--- src/rtl/fd_issue_ctrl.sv ---
// Issue/sequencing controller for the dual-slot F/D pipe register and PC advance.
// Optional performance counters are built when PERF_CNT_EN is defined.
module fd_issue_ctrl #(
  parameter int FLUSH_CYCLES = 1,
  parameter int CNT_W        = 32
) (
  input  logic             clk,
  input  logic             reset,
  input  logic             redirect,
  input  logic             load_use,
  input  logic             md_busy,
  input  logic             dep_hazard,
  output logic             fd_we,
  output logic             fd_flush,
  output logic             issue_top,
  output logic             issue_bot,
  output logic [1:0]       pc_advance,
  output logic             pc_load,
  output logic             split_active,
  output logic [CNT_W-1:0] stall_cnt,
  output logic [CNT_W-1:0] split_cnt,
  output logic [CNT_W-1:0] flush_cnt
);

  typedef enum logic [1:0] {
    RUN   = 2'd0,
    SPLIT = 2'd1,
    FLUSH = 2'd2
  } state_t;

  // A single-cycle flush needs no FLUSH state; the redirect cycle itself is the bubble.
  localparam logic [3:0] FLUSH_RELOAD   = 4'(FLUSH_CYCLES - 1);
  localparam state_t     REDIRECT_STATE = (FLUSH_CYCLES > 1) ? FLUSH : RUN;

  state_t     state_q, state_d;
  logic [3:0] fcnt_q, fcnt_d;
  logic       stall;

  assign stall = load_use | md_busy;

  always_ff @(posedge clk or posedge reset) begin
    if (reset) begin
      state_q <= RUN;
      fcnt_q  <= 4'd0;
    end else begin
      state_q <= state_d;
      fcnt_q  <= fcnt_d;
    end
  end

  always_comb begin
    state_d    = state_q;
    fcnt_d     = fcnt_q;
    fd_we      = 1'b0;
    fd_flush   = 1'b0;
    issue_top  = 1'b0;
    issue_bot  = 1'b0;
    pc_advance = 2'd0;
    pc_load    = 1'b0;

    unique case (state_q)
      RUN: begin
        if (redirect) begin
          pc_load  = 1'b1;
          fd_flush = 1'b1;
          fcnt_d   = FLUSH_RELOAD;
          state_d  = REDIRECT_STATE;
        end else if (stall) begin
          state_d = RUN;
        end else if (dep_hazard) begin
          issue_top = 1'b1;
          state_d   = SPLIT;
        end else begin
          issue_top  = 1'b1;
          issue_bot  = 1'b1;
          fd_we      = 1'b1;
          pc_advance = 2'd2;
        end
      end

      SPLIT: begin
        if (redirect) begin
          pc_load  = 1'b1;
          fd_flush = 1'b1;
          fcnt_d   = FLUSH_RELOAD;
          state_d  = REDIRECT_STATE;
        end else if (stall) begin
          state_d = SPLIT;
        end else begin
          issue_bot  = 1'b1;
          fd_we      = 1'b1;
          pc_advance = 2'd2;
          state_d    = RUN;
        end
      end

      FLUSH: begin
        fd_flush = 1'b1;
        if (redirect) begin
          pc_load = 1'b1;
          fcnt_d  = FLUSH_RELOAD;
        end else if (fcnt_q <= 4'd1) begin
          fcnt_d  = 4'd0;
          state_d = RUN;
        end else begin
          fcnt_d = fcnt_q - 4'd1;
        end
      end

      default: begin
        fcnt_d  = 4'd0;
        state_d = RUN;
      end
    endcase

    // Reset overrides everything so the pipe register is cleared without waiting for a clock.
    if (reset) begin
      fd_we      = 1'b0;
      fd_flush   = 1'b1;
      issue_top  = 1'b0;
      issue_bot  = 1'b0;
      pc_advance = 2'd0;
      pc_load    = 1'b0;
    end
  end

  assign split_active = (state_q == SPLIT);

`ifdef PERF_CNT_EN
  logic             stallEvt, splitEvt;
  logic [CNT_W-1:0] stallCnt_q, splitCnt_q, flushCnt_q;

  assign stallEvt = (state_q != FLUSH) & ~redirect & stall;
  assign splitEvt = (state_q == RUN) & ~redirect & ~stall & dep_hazard;

  always_ff @(posedge clk or posedge reset) begin
    if (reset) begin
      stallCnt_q <= '0;
      splitCnt_q <= '0;
      flushCnt_q <= '0;
    end else begin
      if (stallEvt) stallCnt_q <= stallCnt_q + CNT_W'(1);
      if (splitEvt) splitCnt_q <= splitCnt_q + CNT_W'(1);
      if (pc_load)  flushCnt_q <= flushCnt_q + CNT_W'(1);
    end
  end

  assign stall_cnt = stallCnt_q;
  assign split_cnt = splitCnt_q;
  assign flush_cnt = flushCnt_q;
`else
  assign stall_cnt = '0;
  assign split_cnt = '0;
  assign flush_cnt = '0;
`endif

endmodule

--- config.mk ---
export PLATFORM = sky130hd
export DESIGN_NAME = fd_issue_ctrl
export DESIGN_NICKNAME = d
export VERILOG_FILES = /design/src/rtl/fd_issue_ctrl.sv
export SDC_FILE = /design/constraint.sdc
export NUM_CORES = 1
export LEC_CHECK = 0
export CAP_MARGIN = 20
export CORE_MARGIN = 2
export CORE_UTILIZATION = 40
export CTS_CLUSTER_SIZE = 24
export DETAILED_ROUTE_END_ITERATION = 10
export DONT_BUFFER_PORTS = 1
export GPL_TIMING_DRIVEN = 1
export REMOVE_ABC_BUFFERS = 1
export SLEW_MARGIN = 30
export SYNTH_ARGS = -nofsm -noshare
export SYNTH_HDL_FRONTEND = slang
export SYNTH_SLANG_ARGS = --single-unit
--- constraint.sdc ---
create_clock -name clk -period 1.54 [get_ports clk]
set_input_delay 0.154 -clock clk [delete_from_list [all_inputs] [get_ports clk]]
set_output_delay 0.154 -clock clk [all_outputs]
set_load 0.01 [all_outputs]
After elaboration in Yosys (flattened, before gate mapping):

Cells that the tools add are included.

* logic and storage cells: 48
* output and inout port bits: 104
* register bits: 6

* bitwise logic cells: 1
* mux-type cells: 33
* magnitude comparators: 1
* eq/ne operators: 6
* add/subtract/negate cells: 1
* reductions and logical operators: 4

Operators with widths (number)
* $mux W2: 11
* $mux W1: 14
* $mux W4: 3
* $pmux W4 S2: 1
* $pmux W2 S3: 1
* $le A4 B1 Y1 const B: 1
* $ne A2 B2 Y1 const B: 2
* $ne A4 B4 Y1 const B: 1
* $pmux W1 S2: 2
* $pmux W2 S2: 1
* $sub A4 B1 Y4 const B: 1
* $reduce_and A3 Y1: 1
* $reduce_or A3 Y1: 1
* $eq A2 B1 Y1 const B: 1
* $eq A2 B2 Y1 const B: 1
* $logic_not A2 Y1: 1
* $ne A2 B1 Y1 const B: 1
* $reduce_or A2 Y1: 1
* $or A1 B1 Y1: 1

Longest topological paths before layout:

Gate-level depths: netlist (run 1).

* depth after elaboration: 5
* depth in mapped cells: 3
* mapped depth without buffers: 2

Worst setup path before layout (run 1):

OpenSTA, ideal clock, no wires.

* kind: input port to output port
* start: input port redirect
* end: output port issue_bot
* arrival: 1.036 ns
* stages: 3
* path slack: 0.350 ns
* required time: 1.386 ns
* cell sequence: or4_4 a21oi_2 buf_4

* word-level cells in the longest chain between the ends: 3
* elaborated cells on any way between the ends: 4
* classes of those cells: mux: 4

RTL lines
* start, declared: RTL line 9 `input logic redirect,`
* $mux W1, on equally long branches
* $pmux W1 S2 *
* $mux W1 *
* end, declared: RTL line 16 `output logic issue_bot,`

Mark *: on every way between the ends. The rest lies on a longest branch, timed or not.

Worst setup path after layout (run 1):

* start: register state_q[0]
* end: register state_q[0]

* word-level cells in the longest chain between the ends: 3
* elaborated cells on any way between the ends: 8
* classes of those cells: eq/ne: 5; mux: 1; reduce/logical: 2

RTL lines
* start, declared: RTL line 35 `state_t state_q, state_d;`
* start signal, assigned: RTL line 46 `state_q <= state_d;`
* $eq A2 B2 Y1 or $logic_not A2 Y1 (tied branches): RTL line 61 `unique case (state_q)`
* $ne A2 B2 Y1 (no source line) or $ne A4 B4 Y1 (tied branches)
* $reduce_and A3 Y1 (no source line)

Parallel ways exist; a longest one is shown, timed or not.
A chain may end at the register's enable or synchronous reset.

==> run metrics, run 1 <==
outcome finished clean; I/O Buffers 0; hold depth 1; top-count cell post-synth buf_4; placed cell count 135; net switching fraction of the power 77.39%; RSZ-0062 raised after global routing no; crit path kind flip-flop to flip-flop; setup slack, reg-to-reg 0.37 ns; n_diodes 0; period utilisation layout between 70 and 80%; Initial Util a little over two fifths; DRC viols 0; Ports between 100 and 150; biggest registers after layout state_q: 1 flops; FF+latch count, synth 1; area grow syn2layout -40.57%; Final Non-Filler Cells 136; Max-Cap Viols 0; Antenna Nets Post-Route 0; minimum clock period 1.174 ns; drt first pass iters 1; asr flop ratio synth 100.0%; synthesized instance count approximately 110; worst hold path endpoint state_q[0]; routed vias ~340; Util after Layout between 20% and 30%; final WL 750 um; Netlist cell types 12; Core ar. 0.001962 sq mm; CP endpoint kind flip-flop; hold path start redirect; Worst EP required 1.46 ns; endpoints failing hold 0; Slew Limit Fails 0; list of most frequent post-synthesis cells buf_4, inv_1; FP Rows 16; clock skew 0 ns; final setup TNS 0 ns; R2R depth 2; Synth Area per Inst between 7 and 8 sq um; Total Power roughly 0.00015 W; RD Place Congestion between 0.5 and 0.6; fmax 0.8521 GHz; Top FF cell, synth dfrtp_1; Post-synth EDFFs 0; initial antenna violation count 0; fin nets between 100 and 150; layout cells sized above 1 2.752%; CTS clock-pin slew for the worst setup and hold paths 0 ns; number of global-route vias before repair 135; Area contributors post-synth buf_4, dfrtp_1, or4_4; gr usage total 3.099%; global-route wire length before repair 621 um; Post-CTS Setup Repair Bufs 0; dominant cell type by area after synthesis buf_4; Critical R2R Launch state_q[0]; Clk pwr share 0%; logic gate share of total power 80.1%; Largest register FFs 1; Post-Syn Area between 800 and 900 sq um; 1st-iter DRT viols 0; reg2reg end state_q[0]; register area 25.02 sq um; GRT overflow 0; cell-internal power 0.00003427 W; Arr. time, crit path 1.10 ns; largest register by flop count state_q; Finish-stage setup viols 0; Flop pwr share around 20%; Placed Area 486.7 sq um; Worst setup SP type flip-flop; critical path peak fanout 5; pwr/cell area 305.1 mW/mm^2; post-DP HPWL 759.5 um; post-synth top area share 88.92%; Lkg Pwr 0.3551 nW; Synth Warn # 0; die width 49.71 um; vias per cell 2.463; clk_lat worst skew 0 ns; fraction of the yosys area taken by sequential cells 2.994%; footprint of the multi-input gates around 420 sq um; fill cell count approximately 240; Sw Pwr approximately 0.00012 W; WL/cell roughly 5.5 um; die area around 0.0025 sq mm; Max rail drop VDD 0.1451 mV; Hold WC Path Type primary input to flip-flop; die height 49.71 um; post-route cell area 496.7 sq um; largest net degree at the start of global routing 6
[cell usage in the layout, fill, tap and decap left out, drive strengths merged]
cell / n
a21oi: 2
dlygate4sd3: 1
dfrtp: 1
o21ai: 1
or2: 1
nor2b: 1
inv: 2
or4b: 1
nor2: 1
or4: 1
conb: 97
[worst max-delay path: stages (launching register included)]
cell	delay, ns
dfrtp_1	0.43
or4b_1	0.54
a21oi_1	0.13
[power groups by stage]
stage | Clock (W) | Sequential, W | Combinational [W]
after floorplan | 0 | 0.0000295 | 0.000112
after global placement | 0 | 0.0000302 | 0.000114
after detailed placement | 0 | 0.0000302 | 0.000114
after CTS | 0 | 0.0000302 | 0.000116
after global routing | 0 | 0.0000303 | 0.000134
final | 0 | 0.0000301 | 0.000121
[metrics by stage]
stage	hold WS (ns)	setup WS (ns)
finish	0.2191	0.3664
global route	0.2254	0.3076
global placement	-0.1162	0.3506
floorplan	-0.1173	0.3951
detailed placement	-0.1150	0.3513
CTS	0.2200	0.3531
[routing by layer]
layer	GRT usage, %	part of all wire, %	wire length [um]
met1	2.394	15	110
met2	7.111	57	424
met3	1.212	29	214
met4	0	0	0
met5	0	0	0
[how the worst max path moves through the flow]
stage	startpoint	endpoint	slack, ns
after floorplan	redirect	fd_we	0.40
after global placement	state_q[0]	state_q[0]	0.35
after CTS	state_q[0]	state_q[0]	0.35
final	state_q[0]	state_q[0]	0.37
after detailed placement	state_q[0]	state_q[0]	0.35
after global routing	state_q[0]	state_q[0]	0.31
[area by class of cell]
type | instances | area share [%]
well taps | 27 | 6.801
multi-input cells | 105 | 84.63
flip-flops and latches | 1 | 5.038
inverters | 2 | 1.511
repair buffers | 1 | 2.015
[cells by family after synthesis]
kind of cell / Yosys count / share of synthesized area, %
AOI/OAI and AO/OA: 3 / 2.245
buffers and inverters: 101 / 89.82
DFF: 1 / 2.994
other: 1 / 0.4487
and+or+nand+nor: 5 / 4.491
[repair_timing]
action / 4_1_cts / 5_1_grt
hold buffers: 1 / 0
endpoints found under the hold margin: 1 / 0
resized for setup: 0 / 0
Note: power is estimated with default switching activity, not from simulation.
==> run 2, diff against run 1 <==
clock period = 0.95 ns   (was 1.54 ns; I/O delays follow)
==> run 2 against run 1 <==
The flow now finishes with violations (negative setup slack). Design area increased by 3.8%. Clock skew stayed put. Power up 65%. Register-to-register slack lost 0.50 ns. Wire length increased by 6.1%. Via count increased by 0.90%. Final cell count increased by 1.5%. Maximum frequency up 8.2%. Setup slack got worse by 0.50 ns. Sequential share of layout area decreased by 0.18 points. Hold slack got worse by 0.059 ns. Critical path depth stayed put. Critical path type unchanged. Largest power group unchanged.
==> run metrics, run 2 (synthesis gave the netlist of run 1 again) <==
Top delay family on crit path simple AND/OR/NAND/NOR gates (unchanged); Core ar. 0.001962 sq mm (unchanged); number of global-route vias before repair 145 (was 135); I/O Buffers 0 (unchanged); Hold WC Path Type primary input to flip-flop (unchanged); outcome complete, but fails checks (was finished clean); DRC viols 0 (unchanged); clock skew 0 ns (unchanged); initial antenna violation count 0 (unchanged); Max-Cap Viols 0 (unchanged); fmax 0.9218 GHz (was 0.8521 GHz); Finish-stage setup viols 4 (was 0); post-DP HPWL 791 um (was 759.5 um); Post-CTS Setup Repair Bufs 0 (unchanged); hold depth 1 (unchanged); GR Util met2 6.889% (was 7.111%); final setup TNS -0.2541 ns (was 0 ns); reg2reg end state_q[0] (unchanged); die area 0.002471 sq mm (unchanged); CP endpoint kind flip-flop (unchanged); routed vias 338 (was 335); clk_lat worst skew 0 ns (about the same); WL/cell 5.768 um (was 5.515 um); 1st-iter DRT viols 1 (was 0); die width 49.71 um (unchanged); RSZ-0062 raised after global routing yes (was no); CTS clock-pin slew for the worst setup and hold paths 0 ns (about the same); global-route track usage on met3 1.515% (was 1.212%); Antenna Nets Post-Route 0 (unchanged); biggest registers after layout state_q: 1 flops (unchanged); violated checks negative setup slack; drt first pass iters 3 (was 1); CP max-delay cell or4b_1 (unchanged); setup ws final -0.1348 ns (was 0.3664 ns); critical path's largest stage delay 0.47 ns (was 0.54 ns); GRT overflow 0 (unchanged); global-route wire length before repair 745 um (was 621 um); GR met1 Demand/Resource 4.037% (was 2.394%); crit path kind flip-flop to flip-flop (unchanged); setup slack, reg-to-reg -0.13 ns (was 0.37 ns); FP Rows 16 (unchanged); layout cells sized above 1 4.505% (was 2.752%); Critical Path, Cell by Cell or4b_1 -> a21oi_1 (unchanged); final WL 796 um (was 750 um); area grow syn2layout -38.32% (was -40.57%); Worst setup SP type flip-flop (unchanged); most frequent cells in the layout conb_1, inv_1 (unchanged); commonest non-fill, non-tap cell in the layout conb_1 (unchanged); minimum clock period 1.085 ns (was 1.174 ns); R2R depth 2 (unchanged); critical path peak fanout 3 (was 5); largest net degree at the start of global routing 5 (was 6); Total Power 0.0002501 W (was 0.0001516 W); RD Place Congestion 0.5658 (was 0.5798); Arr. time, crit path 1.01 ns (was 1.10 ns); Most Crowded Layer GR met2 (unchanged); die height 49.71 um (unchanged); Largest register FFs 1 (unchanged); post-route cell area 515.5 sq um (was 496.7 sq um); Worst EP required 0.87 ns (was 1.46 ns); pwr/cell area 485.1 mW/mm^2 (was 305.1 mW/mm^2); Placed Area 501.7 sq um (was 486.7 sq um); Max rail drop VDD 0.1932 mV (was 0.1451 mV); Ports 110 (unchanged); Lkg Pwr 0.3666 nW (was 0.3551 nW); n_diodes 0 (unchanged); hold path start redirect (unchanged); Critical R2R Launch state_q[0] (unchanged); endpoints failing hold 0 (unchanged); largest register by flop count state_q (unchanged); Slew Limit Fails 0 (unchanged); worst hold path endpoint state_q[0] (unchanged); fin nets 119 (was 117); gr usage total 3.664% (was 3.099%); WP buf/inv 0 (unchanged); period utilisation layout 114.2% (was 76.21%); vias per cell 2.449 (was 2.463); Initial Util 42.60% (unchanged)
==> run 2: cell count changes in the layout (fill, tap and decap cells not counted), sizes merged <==
cell  before  now
buf        0    2
==> run 2: how the worst max path moves through the flow <==
stage	from	endpoint	slack, ns	depth (start not counted)
after floorplan	state_q[0]	state_q[0]	-0.17	2
after global placement	state_q[0]	state_q[0]	-0.20	2
after detailed placement	state_q[0]	state_q[0]	-0.19	2
after CTS	state_q[0]	state_q[0]	-0.16	2
after global routing	state_q[0]	state_q[0]	-0.17	2
final	state_q[0]	state_q[0]	-0.13	2
==> run 2: cell type report <==
type | instances | area, sq um
tap | 27 | 33.78
sequential | 1 | 25.02
timing repair buffer | 3 | 28.78
fill | 228 | 1446
inverter | 2 | 7.507
multi-input combinational | 105 | 420.4
==> run 2: power breakdown <==
group          total [W]  switching [W]  internal, W
Clock                  0              0            0
Combinational   0.000202       0.000188    0.0000140
Sequential     0.0000478     0.00000259    0.0000452
Total           0.000250       0.000191    0.0000592
==> run 2: metrics by stage <==
stage | hold slack (ns) | cells | setup slack (ns) | utilization (%)
after floorplan | -0.1763 | 108 | -0.1750 | -
after global placement | -0.1718 | 137 | -0.1992 | 25.57
after detailed placement | -0.1729 | 137 | -0.1925 | 25.57
after CTS | 0.1617 | 138 | -0.1571 | 26.28
after global routing | 0.1641 | 138 | -0.1663 | 26.28
final | 0.1600 | 138 | -0.1348 | 26.28
==> run 2: worst reg2reg max path: cells and delay by family, from the launching register on <==
kind / cells / cell delay (ns)
compound gates: 1 / 0.13
flops: 1 / 0.40
simple gates: 1 / 0.47
==> run 2: what timing repair did <==
action,in CTS,in global routing
gates resized for setup,1,0
hold buffers,1,0
endpoints found under the hold margin,1,0
endpoints found under the setup margin,4,4
pin swaps,3,1
==> run 2: layer usage <==
metal,part of all wire [%],routed length [um]
met5,0,0
met4,0,0
met3,27,216
met2,53,424
met1,19,155
